$ cat config.mk
export PLATFORM = sky130hd
export DESIGN_NAME = bp_fe_cache_req_arbiter
export DESIGN_NICKNAME = d
export VERILOG_FILES = /design/src/rtl/bp_fe_pkg.sv /design/src/rtl/bsg_arb_round_robin.sv /design/src/rtl/bp_fe_cache_req_arbiter.sv
export SDC_FILE = /design/constraint.sdc
export NUM_CORES = 1
export LEC_CHECK = 0
export ABC_CLOCK_PERIOD_IN_PS = 4900
export BUFFER_PORTS_ARGS = -buffer_cell sky130_fd_sc_hd__buf_2
export CORE_MARGIN = 4
export CORE_UTILIZATION = 37
export DETAILED_ROUTE_END_ITERATION = 12
export PLACE_DENSITY = 0.83
export SLEW_MARGIN = 20
export SYNTH_ARGS = -nofsm -noshare
export SYNTH_HDL_FRONTEND = slang
export SYNTH_SLANG_ARGS = --single-unit
$ cat constraint.sdc
create_clock -name clk_i -period 4.9 [get_ports clk_i]
set_clock_uncertainty 0.2 [all_clocks]
set_input_delay 0.49 -clock clk_i [delete_from_list [all_inputs] [get_ports clk_i]]
set_output_delay 0.49 -clock clk_i [all_outputs]
set_load 0.03 [all_outputs]
$ cat src/rtl/bp_fe_pkg.sv
// Front-end shared types: state encoding for the cache-request arbiter FSM.
package bp_fe_pkg;

    typedef enum logic [1:0] {
        e_ready = 2'd0,
        e_meta  = 2'd1,
        e_busy  = 2'd2
    } bp_fe_cache_req_arb_state_e;

endpackage

$ cat src/rtl/bsg_arb_round_robin.sv
// Two-input round-robin arbiter; the caller keeps the last-owner pointer.
module bsg_arb_round_robin (
    input  logic [1:0] reqs_i,
    input  logic       last_i,
    output logic [1:0] grants_o
);

    // On a tie the port after last_i wins; a lone request always wins.
    assign grants_o[0] = reqs_i[0] & (~reqs_i[1] | last_i);
    assign grants_o[1] = reqs_i[1] & (~reqs_i[0] | ~last_i);

endmodule

$ cat src/rtl/bp_fe_cache_req_arbiter.sv
// Shares the front-end LCE cache-service port between the I-cache miss path (port 0)
// and the fetch engine (port 1); the winner owns the port until the LCE completes.
module bp_fe_cache_req_arbiter
    import bp_fe_pkg::*;
#(
    parameter int cache_req_width_p          = 8,
    parameter int cache_req_metadata_width_p = 4,
    parameter bit demand_priority_p          = 1'b0
) (
    input  logic                                    clk_i,
    input  logic                                    reset_i,
    input  logic [2*cache_req_width_p-1:0]          req_i,
    input  logic [1:0]                              req_v_i,
    output logic [1:0]                              req_ready_o,
    input  logic [2*cache_req_metadata_width_p-1:0] req_metadata_i,
    input  logic [1:0]                              req_metadata_v_i,
    output logic [1:0]                              req_complete_o,
    output logic [cache_req_width_p-1:0]            cache_req_o,
    output logic                                    cache_req_v_o,
    input  logic                                    cache_req_ready_i,
    output logic [cache_req_metadata_width_p-1:0]   cache_req_metadata_o,
    output logic                                    cache_req_metadata_v_o,
    input  logic                                    cache_req_complete_i
);

    bp_fe_cache_req_arb_state_e state_q, state_d;
    logic owner_q, owner_d;
    logic last_owner_q, last_owner_d;
    logic [1:0] grant;
    logic [1:0] accept;
    logic       accept_idx;

    generate
        if (demand_priority_p) begin : g_prio
            assign grant[0] = req_v_i[0];
            assign grant[1] = req_v_i[1] & ~req_v_i[0];
        end else begin : g_rr
            bsg_arb_round_robin u_rr (
                .reqs_i   (req_v_i),
                .last_i   (last_owner_q),
                .grants_o (grant)
            );
        end
    endgenerate

    assign accept     = req_v_i & req_ready_o;
    assign accept_idx = accept[1];

    always_ff @(posedge clk_i) begin
        if (reset_i) begin
            state_q      <= e_ready;
            owner_q      <= 1'b0;
            last_owner_q <= 1'b1;
        end else begin
            state_q      <= state_d;
            owner_q      <= owner_d;
            last_owner_q <= last_owner_d;
        end
    end

    always_comb begin
        state_d                = state_q;
        owner_d                = owner_q;
        last_owner_d           = last_owner_q;
        req_ready_o            = 2'b00;
        req_complete_o         = 2'b00;
        cache_req_v_o          = 1'b0;
        cache_req_metadata_v_o = 1'b0;
        cache_req_o            = req_i[accept_idx*cache_req_width_p +: cache_req_width_p];
        cache_req_metadata_o   = req_metadata_i[owner_q*cache_req_metadata_width_p +: cache_req_metadata_width_p];

        case (state_q)
            e_ready: begin
                req_ready_o   = {2{cache_req_ready_i}} & grant;
                cache_req_v_o = |accept;
                if (|accept) begin
                    owner_d = accept_idx;
                    state_d = e_meta;
                end
            end
            e_meta: begin
                cache_req_metadata_v_o         = req_metadata_v_i[owner_q];
                req_complete_o[owner_q]        = cache_req_complete_i;
                // Completion without metadata still ends the transaction.
                if (cache_req_complete_i) begin
                    last_owner_d = owner_q;
                    state_d      = e_ready;
                end else if (req_metadata_v_i[owner_q]) begin
                    state_d = e_busy;
                end
            end
            e_busy: begin
                req_complete_o[owner_q] = cache_req_complete_i;
                if (cache_req_complete_i) begin
                    last_owner_d = owner_q;
                    state_d      = e_ready;
                end
            end
            default: state_d = e_ready;
        endcase

        // Registered state may still be mid-transaction during the reset cycle.
        if (reset_i) begin
            req_ready_o            = 2'b00;
            req_complete_o         = 2'b00;
            cache_req_v_o          = 1'b0;
            cache_req_metadata_v_o = 1'b0;
        end
    end

endmodule

==> reports/metrics.cfg, run 1 <==
[logic_synthesis]
ys_warn_count=0
syn-instance-count=55
ys_ff_latch=4
avgSynthCellArea_um2=9.145
yosysTopAreaCell=mux2_4
synth_cell_types=21
synth_area_um2=503.0
synth_fp_nets=91
synth_area_leaders=mux2_4, dfxtp_1, ha_1
synth_top_cell_area_share_pct=23.88
ys_seq_area_share_pct=15.92

[drt]
routed_wl_um=1395
num_vias=578
avgViaCountPerCell=4.857
drt_first_pass_iters=4
wl_per_cell_um=11.72
drtAntennaViolNets=0
dr.first_iter.drc_count=9
drc=0

[setup_path]
r2r_slack_ns=3.24
start_kind=flip-flop
arrival_ns=1.90
critical_path.max_fanout=9
crit_path_start=state_q[1]$_SDFFE_PP0P_
critPathRequiredTime_ns=4.21
cp_cell_sequence=inv_1 -> ha_1 -> nand2_1 -> a211o_1 -> nand2b_4 -> mux2_4 -> buf_2
r2r_end=state_q[1]$_SDFFE_PP0P_
critPathCapture=cache_req_o[2]
cp-end-kind=output port
timing.rr.start=owner_q$_SDFFE_PP0P_
critPathMaxStageDelay_ns=0.31
r2r_cells=4
crit_type=reg -> out
critPathSlowestCell=mux2_4

[floorplan]
die_w_um=44.87
die_area_um2=2013
core_area_um2=1285
fp.dieH_um=44.87
initial_utilization_pct=39.14
io_pins=50
rows=13

[cells_and_area]
stdcell_count=119
syn_to_final_growth_pct=52.74
drive_gt1_share_pct=62.50
nets=142
layout_common_cells=buf_2, mux2_4, inv_1
diodes=0
mostFrequentLayoutCell=buf_2

[clocking]
clk_latency_ns=0.24
cts_buffers=3
cts_tree=yes
post_cts_buffers=0
root_buffer=clkbuf_4
clockBufferDepth=2
holdBufCountCts=0
clkTransAtPathRegs_ns=0.04
cts_resized=0
cts_sinks=4
htree_levels=1

[timing]
max_freq_mhz=386.0
finalSetupTns_ns=0
worst_pin_slew_ns=0.3664
finalHoldViolCount=0
finalCritPeriodShare_pct=52.87
layout_setup_ws_ns=2.309
rsz0062_at_grt=false
finalMaxSlewViolations=0
setup_viol_count_final=0
slew_headroom_pct=75.32
fin_crit_ns=2.591

[grt]
antenna_found_initial=0
gr-total-overflow=0
grt_pass1_vias=505
top_usage_layer=met2
grt_usage_pct=13.51
met1_usage_pct=11.81
grt_use_met3_pct=9.163
grt_pass1_wl_um=1987
grt_use_met2_pct=25.79
grt_max_degree=12

[power_and_ir_drop]
p_leak_nw=0.4433
p_per_area_nw_per_um2=295.8
ir_drop_mv=0.2555

[placement]
dp.cells=116
place_ws_ns=2.556
place_hpwl_um=1153
io_buffers=49
place_congestion=0.8821

[job]
drv_cap=0

[worst_hold_path]
worstHoldPathType=reg -> reg

[outcome]
status=finished, final reports clean

-- cells in the mapped netlist (all sizes together) --
cell type,instances
a211o,1
a21oi,2
buf,3
dfxtp,4
ha,4
inv,5
mux2,12
mux2i,1
nand2,4
nand2b,1
nand3,3
nor2,2
nor3,3
nor3b,2
o2111ai,2
o21a,1
o21ai,2
o31ai,2
or2b,1
-- worst min-delay path by stage --
stage                         startpoint                         to  slack [ns]  cells after the start
3_5_place_dp   last_owner_q$_SDFFE_PP1P_  last_owner_q$_SDFFE_PP1P_        0.31                      2
3_3_place_gp   last_owner_q$_SDFFE_PP1P_  last_owner_q$_SDFFE_PP1P_        0.28                      2
6_report       last_owner_q$_SDFFE_PP1P_  last_owner_q$_SDFFE_PP1P_        0.30                      2
5_1_grt        last_owner_q$_SDFFE_PP1P_  last_owner_q$_SDFFE_PP1P_        0.33                      2
2_1_floorplan  last_owner_q$_SDFFE_PP1P_  last_owner_q$_SDFFE_PP1P_        0.26                      2
4_1_cts        last_owner_q$_SDFFE_PP1P_  last_owner_q$_SDFFE_PP1P_        0.31                      2
-- stage by stage --
stage / area (µm²) / util, % / power, mW / hold WS, ns
finish: 768.2 / 59.79 / 0.2272 / 0.3004
global route: 768.2 / 59.79 / 0.2455 / 0.3267
CTS: 768.2 / 59.79 / 0.2289 / 0.3110
floorplan: 503.0 / - / 0.1514 / 0.2563
detailed placement: 745.7 / 58.03 / 0.1859 / 0.3061
global placement: 745.7 / 58.03 / 0.1818 / 0.2827
-- power by group --
| group | leakage (nW) | switching (mW) | internal (mW) |
|---|---|---|---|
| Clock | 0.0138 | 0.0132 | 0.0274 |
| Sequential | 0.0327 | 0.00708 | 0.0414 |
| Combinational | 0.397 | 0.0809 | 0.0573 |
-- cells by family after synthesis --
group | after synthesis | share of synthesized area, %
and+or+nand+nor | 16 | 17.66
adders and majority gates | 4 | 9.951
DFF | 4 | 15.92
muxes | 13 | 34.83
buffers and inverters | 8 | 7.961
AOI/OAI and AO/OA | 10 | 13.68
-- sequential cells by signal, indices dropped and copies added, names as in the netlist --
signal,count
last_owner_q,1
owner_q,1
state_q,2
-- metal layers --
| layer | routed length, µm | share of wire, % |
|---|---|---|
| met3 | 227 | 16 |
| met4 | 2 | 0.14 |
| met5 | 0 | 0 |
| met2 | 706 | 51 |
| met1 | 458 | 33 |
-- critical path: cells and delay by family, from the launching register on --
family | cells | cell delay [ns]
AND/OR/NAND/NOR | 2 | 0.31
multiplexers | 1 | 0.31
flip-flops | 1 | 0.30
buffers and inverters | 2 | 0.29
AO/OA/AOI/OAI | 1 | 0.25
adder cells (fa/ha/maj) | 1 | 0.20
-- final cells by class --
cell class | count | area [µm²]
Fill cell | 120 | 516.7
Multi-Input combinational cell | 43 | 382.9
Timing Repair Buffer | 49 | 245.2
Sequential cell | 4 | 80.08
Clock buffer | 3 | 22.52
Inverter | 5 | 18.77
Tap cell | 15 | 18.77
Note: power is estimated with default switching activity, not from simulation.
==> run 2, diff against run 1 <==
--- a/config.mk
+++ b/config.mk
@@ -5,12 +5,13 @@
 export SDC_FILE = /design/constraint.sdc
 export NUM_CORES = 1
 export LEC_CHECK = 0
-export ABC_CLOCK_PERIOD_IN_PS = 4900
+export ABC_AREA = 1
+export ABC_CLOCK_PERIOD_IN_PS = 2450
 export BUFFER_PORTS_ARGS = -buffer_cell sky130_fd_sc_hd__buf_2
 export CORE_MARGIN = 4
-export CORE_UTILIZATION = 37
+export CORE_UTILIZATION = 34
 export DETAILED_ROUTE_END_ITERATION = 12
-export PLACE_DENSITY = 0.83
+export PLACE_DENSITY = 0.77
 export SLEW_MARGIN = 20
 export SYNTH_ARGS = -nofsm -noshare
 export SYNTH_HDL_FRONTEND = slang
==> constraint.sdc (replaced) <==
create_clock -name clk_i -period 2.45 [get_ports clk_i]
set_clock_uncertainty 0.2 [all_clocks]
set_input_delay 0.245 -clock clk_i [delete_from_list [all_inputs] [get_ports clk_i]]
set_output_delay 0.245 -clock clk_i [all_outputs]
set_load 0.03 [all_outputs]
==> run 2 against run 1 <==
Effect of this change: wire length is 5.2% higher; cell count is 30% higher; non-clock buffer count stayed put; sequential power is 120% higher; critical endpoint is now cache_req_o[4].
==> reports/metrics.cfg, run 2 <==
[outcome]
status=finished, final reports clean

[timing]
finalMaxSlewViolations=0  ; unchanged
slew_headroom_pct=75.09  ; -0.23 points
layout_setup_ws_ns=0.2739  ; -2.035 ns
finalCritPeriodShare_pct=88.82
worst_pin_slew_ns=0.3731  ; +0.006768 ns
finalSetupTns_ns=0  ; unchanged
rsz0062_at_grt=false
finalHoldViolCount=0  ; unchanged
fin_crit_ns=2.176
setup_viol_count_final=0  ; unchanged
max_freq_mhz=459.5

[floorplan]
io_pins=50  ; unchanged
initial_utilization_pct=37.34  ; -1.8 points
die_w_um=46.27  ; +3.1%
fp.dieH_um=46.27  ; +3.1%
rows=13  ; unchanged
core_area_um2=1334  ; +3.8%
die_area_um2=2141  ; +6.3%

[clocking]
clkTransAtPathRegs_ns=0.03  ; about the same
root_buffer=clkbuf_4
clockBufferDepth=2  ; unchanged
cts_resized=0  ; unchanged
clk_latency_ns=0.23  ; about the same
cts_sinks=4  ; unchanged
post_cts_buffers=0  ; unchanged
cts_buffers=3  ; unchanged
htree_levels=1  ; unchanged
cts_tree=yes
holdBufCountCts=0  ; unchanged

[placement]
place_congestion=0.8528  ; -3.3%
dp.cells=152  ; +31%
placed_area_um2=745.7  ; unchanged
io_buffers=49  ; unchanged
place_hpwl_um=1271  ; +10%
place_ws_ns=0.5240  ; -2.032 ns

[logic_synthesis]
synth_async_sr_flop_share_pct=0  ; unchanged
synth_top_flop_cell=dfxtp_1
synth_fp_nets=126  ; +38%
ys_warn_count=0  ; unchanged
synthTopCellsByCount=nand2_1, inv_1, nor2_1
synth_edf_count=0  ; unchanged
synth_top_cell_area_share_pct=36.18  ; +12 points
ys_seq_area_share_pct=16.08  ; +0.16 points
avgSynthCellArea_um2=5.533  ; -39%
synth_most_common_cell=nand2_1
syn-instance-count=90  ; +64%
synth_area_um2=498.0  ; -0.99%
yosysTopAreaCell=nand2_1
synth_cell_types=18  ; -14%
ys_ff_latch=4  ; unchanged
synth_area_leaders=nand2_1, dfxtp_1, ha_1

[power_and_ir_drop]
p_per_area_nw_per_um2=730.2  ; +150%
ir_drop_mv=0.4948  ; +94%
p_leak_nw=0.5215  ; +18%
finalPower_mw=0.5610  ; +150%

[drt]
routed_wl_um=1467  ; +5.2%
wl_per_cell_um=9.465  ; -19%
drt_first_pass_iters=4  ; unchanged
num_vias=655  ; +13%
drtAntennaViolNets=0  ; unchanged
avgViaCountPerCell=4.226  ; -13%
drc=0  ; unchanged
dr.first_iter.drc_count=13  ; +4

[grt]
grt_pass1_wl_um=1973  ; -0.70%
antenna_found_initial=0  ; unchanged
grt_max_degree=13  ; +1
grt_pass1_vias=535  ; +5.9%
grt_usage_pct=12.54  ; -0.97 points
gr-total-overflow=0  ; unchanged

[setup_path]
path_delay_family=buffers and inverters
crit_buf_inv=4  ; +2
timing.rr.start=state_q[0]$_SDFFE_PP0P_
arrival_ns=1.73  ; -0.17 ns
cp_num_cells=9  ; +2
crit_type=reg -> out
r2r_slack_ns=0.74  ; -2.50 ns
path_common_cell=nand2_1
cp-end-kind=output port
crit_path_start=state_q[0]$_SDFFE_PP0P_
r2r_cells=9  ; +5
critical_path.max_fanout=12  ; +3
start_kind=flip-flop
r2r_end=state_q[0]$_SDFFE_PP0P_
critPathSlowestCell=dfxtp_1
critPathRequiredTime_ns=2.01  ; -2.20 ns
cp_cell_sequence=inv_1 -> ha_1 -> nand2_1 -> inv_2 -> nand3_2 -> inv_2 -> nand2_1 -> nand2_1 -> buf_2
critPathMaxStageDelay_ns=0.30  ; about the same

[job]
drv_cap=0  ; unchanged

[cells_and_area]
drive_gt1_share_pct=45.00  ; -18 points
stdcell_count=155  ; +30%
largest_register_ffs=2  ; unchanged
top_regs=state_q: 2 flops, last_owner_q: 1 flops, owner_q: 1 flops
top_register=state_q
syn_to_final_growth_pct=54.27
finalInstanceArea_um2=768.2  ; unchanged
layout_common_cells=buf_2, nand2_1, inv_1
mostFrequentLayoutCell=buf_2
fillers=133  ; +11%
nets=178  ; +25%
diodes=0  ; unchanged

[worst_hold_path]
worstHoldPathType=in -> reg
holdPathStages=4  ; +2
hold_path_end=state_q[1]$_SDFFE_PP0P_
hold_start=cache_req_complete_i

==> run 2: logic make-up (layout without fill, tap and decap cells) <==
family          Yosys count  in the layout  share of synthesized area (%)
simple gates             64             64                          56.03
compound gates            3              3                          3.769
flops                     4              4                          16.08
fa+ha+maj                 4              4                          10.05
buf+inv                  15             65                          14.07
==> run 2: how the worst max path moves through the flow <==
stage | endpoint
after floorplan | req_complete_o[0]
after global placement | cache_req_o[1]
after detailed placement | cache_req_o[4]
after CTS | cache_req_o[4]
after global routing | cache_req_o[2]
final | cache_req_o[4]
==> run 2: area by class of cell <==
type	instances	area, µm²	share of cell area, %
Sequential cell	4	80.08	10.42
Clock buffer	3	22.52	2.932
Tap cell	15	18.77	2.443
Multi-Input combinational cell	71	347.8	45.28
Inverter	13	53.80	7.003
Timing Repair Buffer	49	245.2	31.92
==> run 2: worst min-delay path, stage by stage <==
cell,delay [ns]
buf_2,0.10
nor2_1,0.04
nor2_1,0.13
nor2_2,0.05
==> run 2: power breakdown <==
| group | switching (mW) | internal (mW) |
|---|---|---|
| clock | 0.0255 | 0.0547 |
| combinational | 0.247 | 0.127 |
| sequential | 0.0177 | 0.0893 |
| total | 0.290 | 0.271 |
==> run 2: through the flow <==
stage / util [%] / hold slack [ns]
detailed placement: 55.91 / 0.3053
global route: 57.60 / 0.2127
finish: 57.60 / 0.1892
global placement: 55.91 / 0.2818
floorplan: - / 0.2391
CTS: 57.60 / 0.1793
==> run 2: routing by layer <==
| metal | GRT usage [%] | routed length, µm | part of all wire, % | vias to the layer above |
|---|---|---|---|---|
| met2 | 20.05 | 747 | 51 | 19 |
| met3 | 1.172 | 112 | 7.6 | 0 |
| li1 | - | - | - | 368 |
| met4 | 10.23 | 0 | 0 | 0 |
| met1 | 14.87 | 606 | 41 | 268 |
| met5 | 0 | 0 | 0 | - |
==> run 3, diff against run 2 <==
--- a/config.mk
+++ b/config.mk
@@ -12,6 +12,7 @@
 export CORE_UTILIZATION = 34
 export DETAILED_ROUTE_END_ITERATION = 12
 export PLACE_DENSITY = 0.77
+export RECOVER_POWER = 100
 export SLEW_MARGIN = 20
 export SYNTH_ARGS = -nofsm -noshare
 export SYNTH_HDL_FRONTEND = slang
==> run 3 against run 2 <==
Effect of this change: sequential share of layout area grew 0.26 points; clock-buffer cell count unchanged; non-clock buffer count did not move; flip-flop and latch count stayed put; core utilization decreased by 1.4 points; critical path type unchanged; wire length grew 0.61%; worst hold slack better by 0.0014 ns; setup slack gained 0.037 ns.
==> reports/metrics.cfg, run 3 (synthesized netlist as in run 2, its figures left out) <==
[outcome]
status=finished, final reports clean

[clocking]
cts_tree=yes
htree_levels=1  ; unchanged
clkTransAtPathRegs_ns=0.03  ; about the same
clk_latency_ns=0.23  ; about the same
root_buffer=clkbuf_4
post_cts_buffers=0  ; unchanged
cts_resized=0  ; unchanged
holdBufCountCts=0  ; unchanged
clockBufferDepth=2  ; unchanged
cts_buffers=3  ; unchanged
cts_sinks=4  ; unchanged

[placement]
place_hpwl_um=1271  ; unchanged
place_congestion=0.8528  ; unchanged
io_buffers=49  ; unchanged

[drt]
dr.first_iter.drc_count=15  ; +2
num_vias=653  ; -0.31%
drtAntennaViolNets=0  ; unchanged
routed_wl_um=1476  ; +0.61%
drt_first_pass_iters=4  ; unchanged
wl_per_cell_um=9.523  ; +0.61%
avgViaCountPerCell=4.213  ; -0.31%
drc=0  ; unchanged

[grt]
gr-total-overflow=0  ; unchanged
grt_pass1_vias=535  ; unchanged
grt_pass1_wl_um=1973  ; unchanged
antenna_found_initial=0  ; unchanged
met1_usage_pct=14.87  ; unchanged
grt_use_met3_pct=1.172  ; unchanged
top_usage_layer=met2
grt_max_degree=13  ; unchanged
grt_use_met2_pct=20.05  ; unchanged
grt_usage_pct=12.54  ; unchanged

[cells_and_area]
nets=178  ; unchanged
syn_to_final_growth_pct=50.50
top_register=state_q
top_regs=state_q: 2 flops, last_owner_q: 1 flops, owner_q: 1 flops
drive_gt1_share_pct=37.14  ; -7.9 points
diodes=0  ; unchanged
fillers=139  ; +4.5%
multiInputGateArea_um2=340.3  ; -2.2%
register_area_um2=80.08  ; unchanged
mostFrequentLayoutCell=nand2_1
layout_common_cells=nand2_1, buf_2, inv_1
final_util_pct=56.19  ; -1.4 points
largest_register_ffs=2  ; unchanged

[job]
drv_cap=0  ; unchanged

[setup_path]
start_kind=flip-flop
critPathMaxStageDelay_ns=0.30  ; about the same
critPathSlowestCell=dfxtp_1
cp-end-kind=output port
path_common_cell=nand2_1
crit_buf_inv=4  ; unchanged
path_delay_family=buffers and inverters
critPathRequiredTime_ns=2.01  ; about the same
arrival_ns=1.69  ; -0.04 ns
cp_cell_sequence=inv_1 -> ha_1 -> nand2_1 -> inv_2 -> nand3_2 -> inv_2 -> nand2_1 -> nand2_1 -> clkbuf_2
crit_type=reg -> out
critical_path.max_fanout=12  ; unchanged

[power_and_ir_drop]
p_int_mw=0.2580  ; -4.7%
p_per_area_nw_per_um2=725.7  ; -0.62%
ir_drop_mv=0.4691  ; -5.2%
sw_frac_of_total_pct=52.56  ; +0.84 points
clkPwrFrac_pct=14.7  ; +0.4 points
p_seq_share_pct=19.7  ; +0.6 points
power_switching_mw=0.2859  ; -1.5%
p_leak_nw=0.4864  ; -6.7%
share_comb_of_total_power_pct=65.6  ; -1.0 points

[timing]
rsz0062_at_grt=false
finalHoldViolCount=0  ; unchanged
slew_headroom_pct=74.70  ; -0.39 points
setup_viol_count_final=0  ; unchanged
fin_hold_ws_ns=0.1906  ; +0.001376 ns
finalSetupTns_ns=0  ; unchanged
finalCritPeriodShare_pct=87.32  ; -1.5 points
finalMaxSlewViolations=0  ; unchanged
max_freq_mhz=467.4  ; +1.7%
fin_crit_ns=2.139  ; -0.03663 ns
worst_pin_slew_ns=0.3812  ; +0.008059 ns

[floorplan]
core_area_um2=1334  ; unchanged
fp.dieH_um=46.27  ; unchanged
io_pins=50  ; unchanged
initial_utilization_pct=37.34  ; unchanged
die_w_um=46.27  ; unchanged
rows=13  ; unchanged
die_area_um2=2141  ; unchanged

[worst_hold_path]
worstHoldPathType=in -> reg

run 3: stage by stage:
stage | instance area [µm²] | cells | setup WS [ns] | power [mW]
finish | 749.5 | 155 | 0.3105 | 0.5439
global route | 749.5 | 155 | 0.1113 | 0.5917
CTS | 768.2 | 155 | 0.2707 | 0.5669
detailed placement | 745.7 | 152 | 0.5240 | 0.4819
global placement | 745.7 | 152 | 0.5728 | 0.4713
floorplan | 498.0 | 90 | 0.5812 | 0.3872
run 3: metal layers:
metal,vias up,share of wire [%],routed length [µm]
met4,0,0,0
li1,368,-,-
met3,0,7.9,116
met2,19,51,752
met1,266,41,606
met5,-,0,0
run 3: worst paths after layout:
check | startpoint | to | slack, ns | cells past startpoint
setup / recovery | state_q[0]$_SDFFE_PP0P_ | cache_req_o[4] | 0.31 | 9
hold / removal | cache_req_complete_i | state_q[1]$_SDFFE_PP0P_ | 0.19 | 4
setup reg to reg | state_q[0]$_SDFFE_PP0P_ | state_q[0]$_SDFFE_PP0P_ | 0.73 | 9
hold reg to reg | last_owner_q$_SDFFE_PP1P_ | last_owner_q$_SDFFE_PP1P_ | 0.31 | 2
run 3: power groups by stage:
stage / sequential (mW) / combinational [mW] / clock [mW]
finish: 0.107 / 0.357 / 0.0799
global route: 0.112 / 0.392 / 0.0874
CTS: 0.107 / 0.376 / 0.0841
detailed placement: 0.108 / 0.374 / 0
global placement: 0.107 / 0.364 / 0
floorplan: 0.0991 / 0.288 / 0
run 3: layout make-up:
cell class              instances  share of cell area [%]
clock buffers                   3                   3.005
multi-input cells              71                   45.41
inverters                      13                   7.179
well taps                      15                   2.504
repair buffers                 49                   31.22
flip-flops and latches          4                   10.68
run 3: worst min-delay path: cells and delay by family:
| family | cells | cell delay (ns) |
|---|---|---|
| simple gates | 3 | 0.23 |
| buf+inv | 1 | 0.10 |
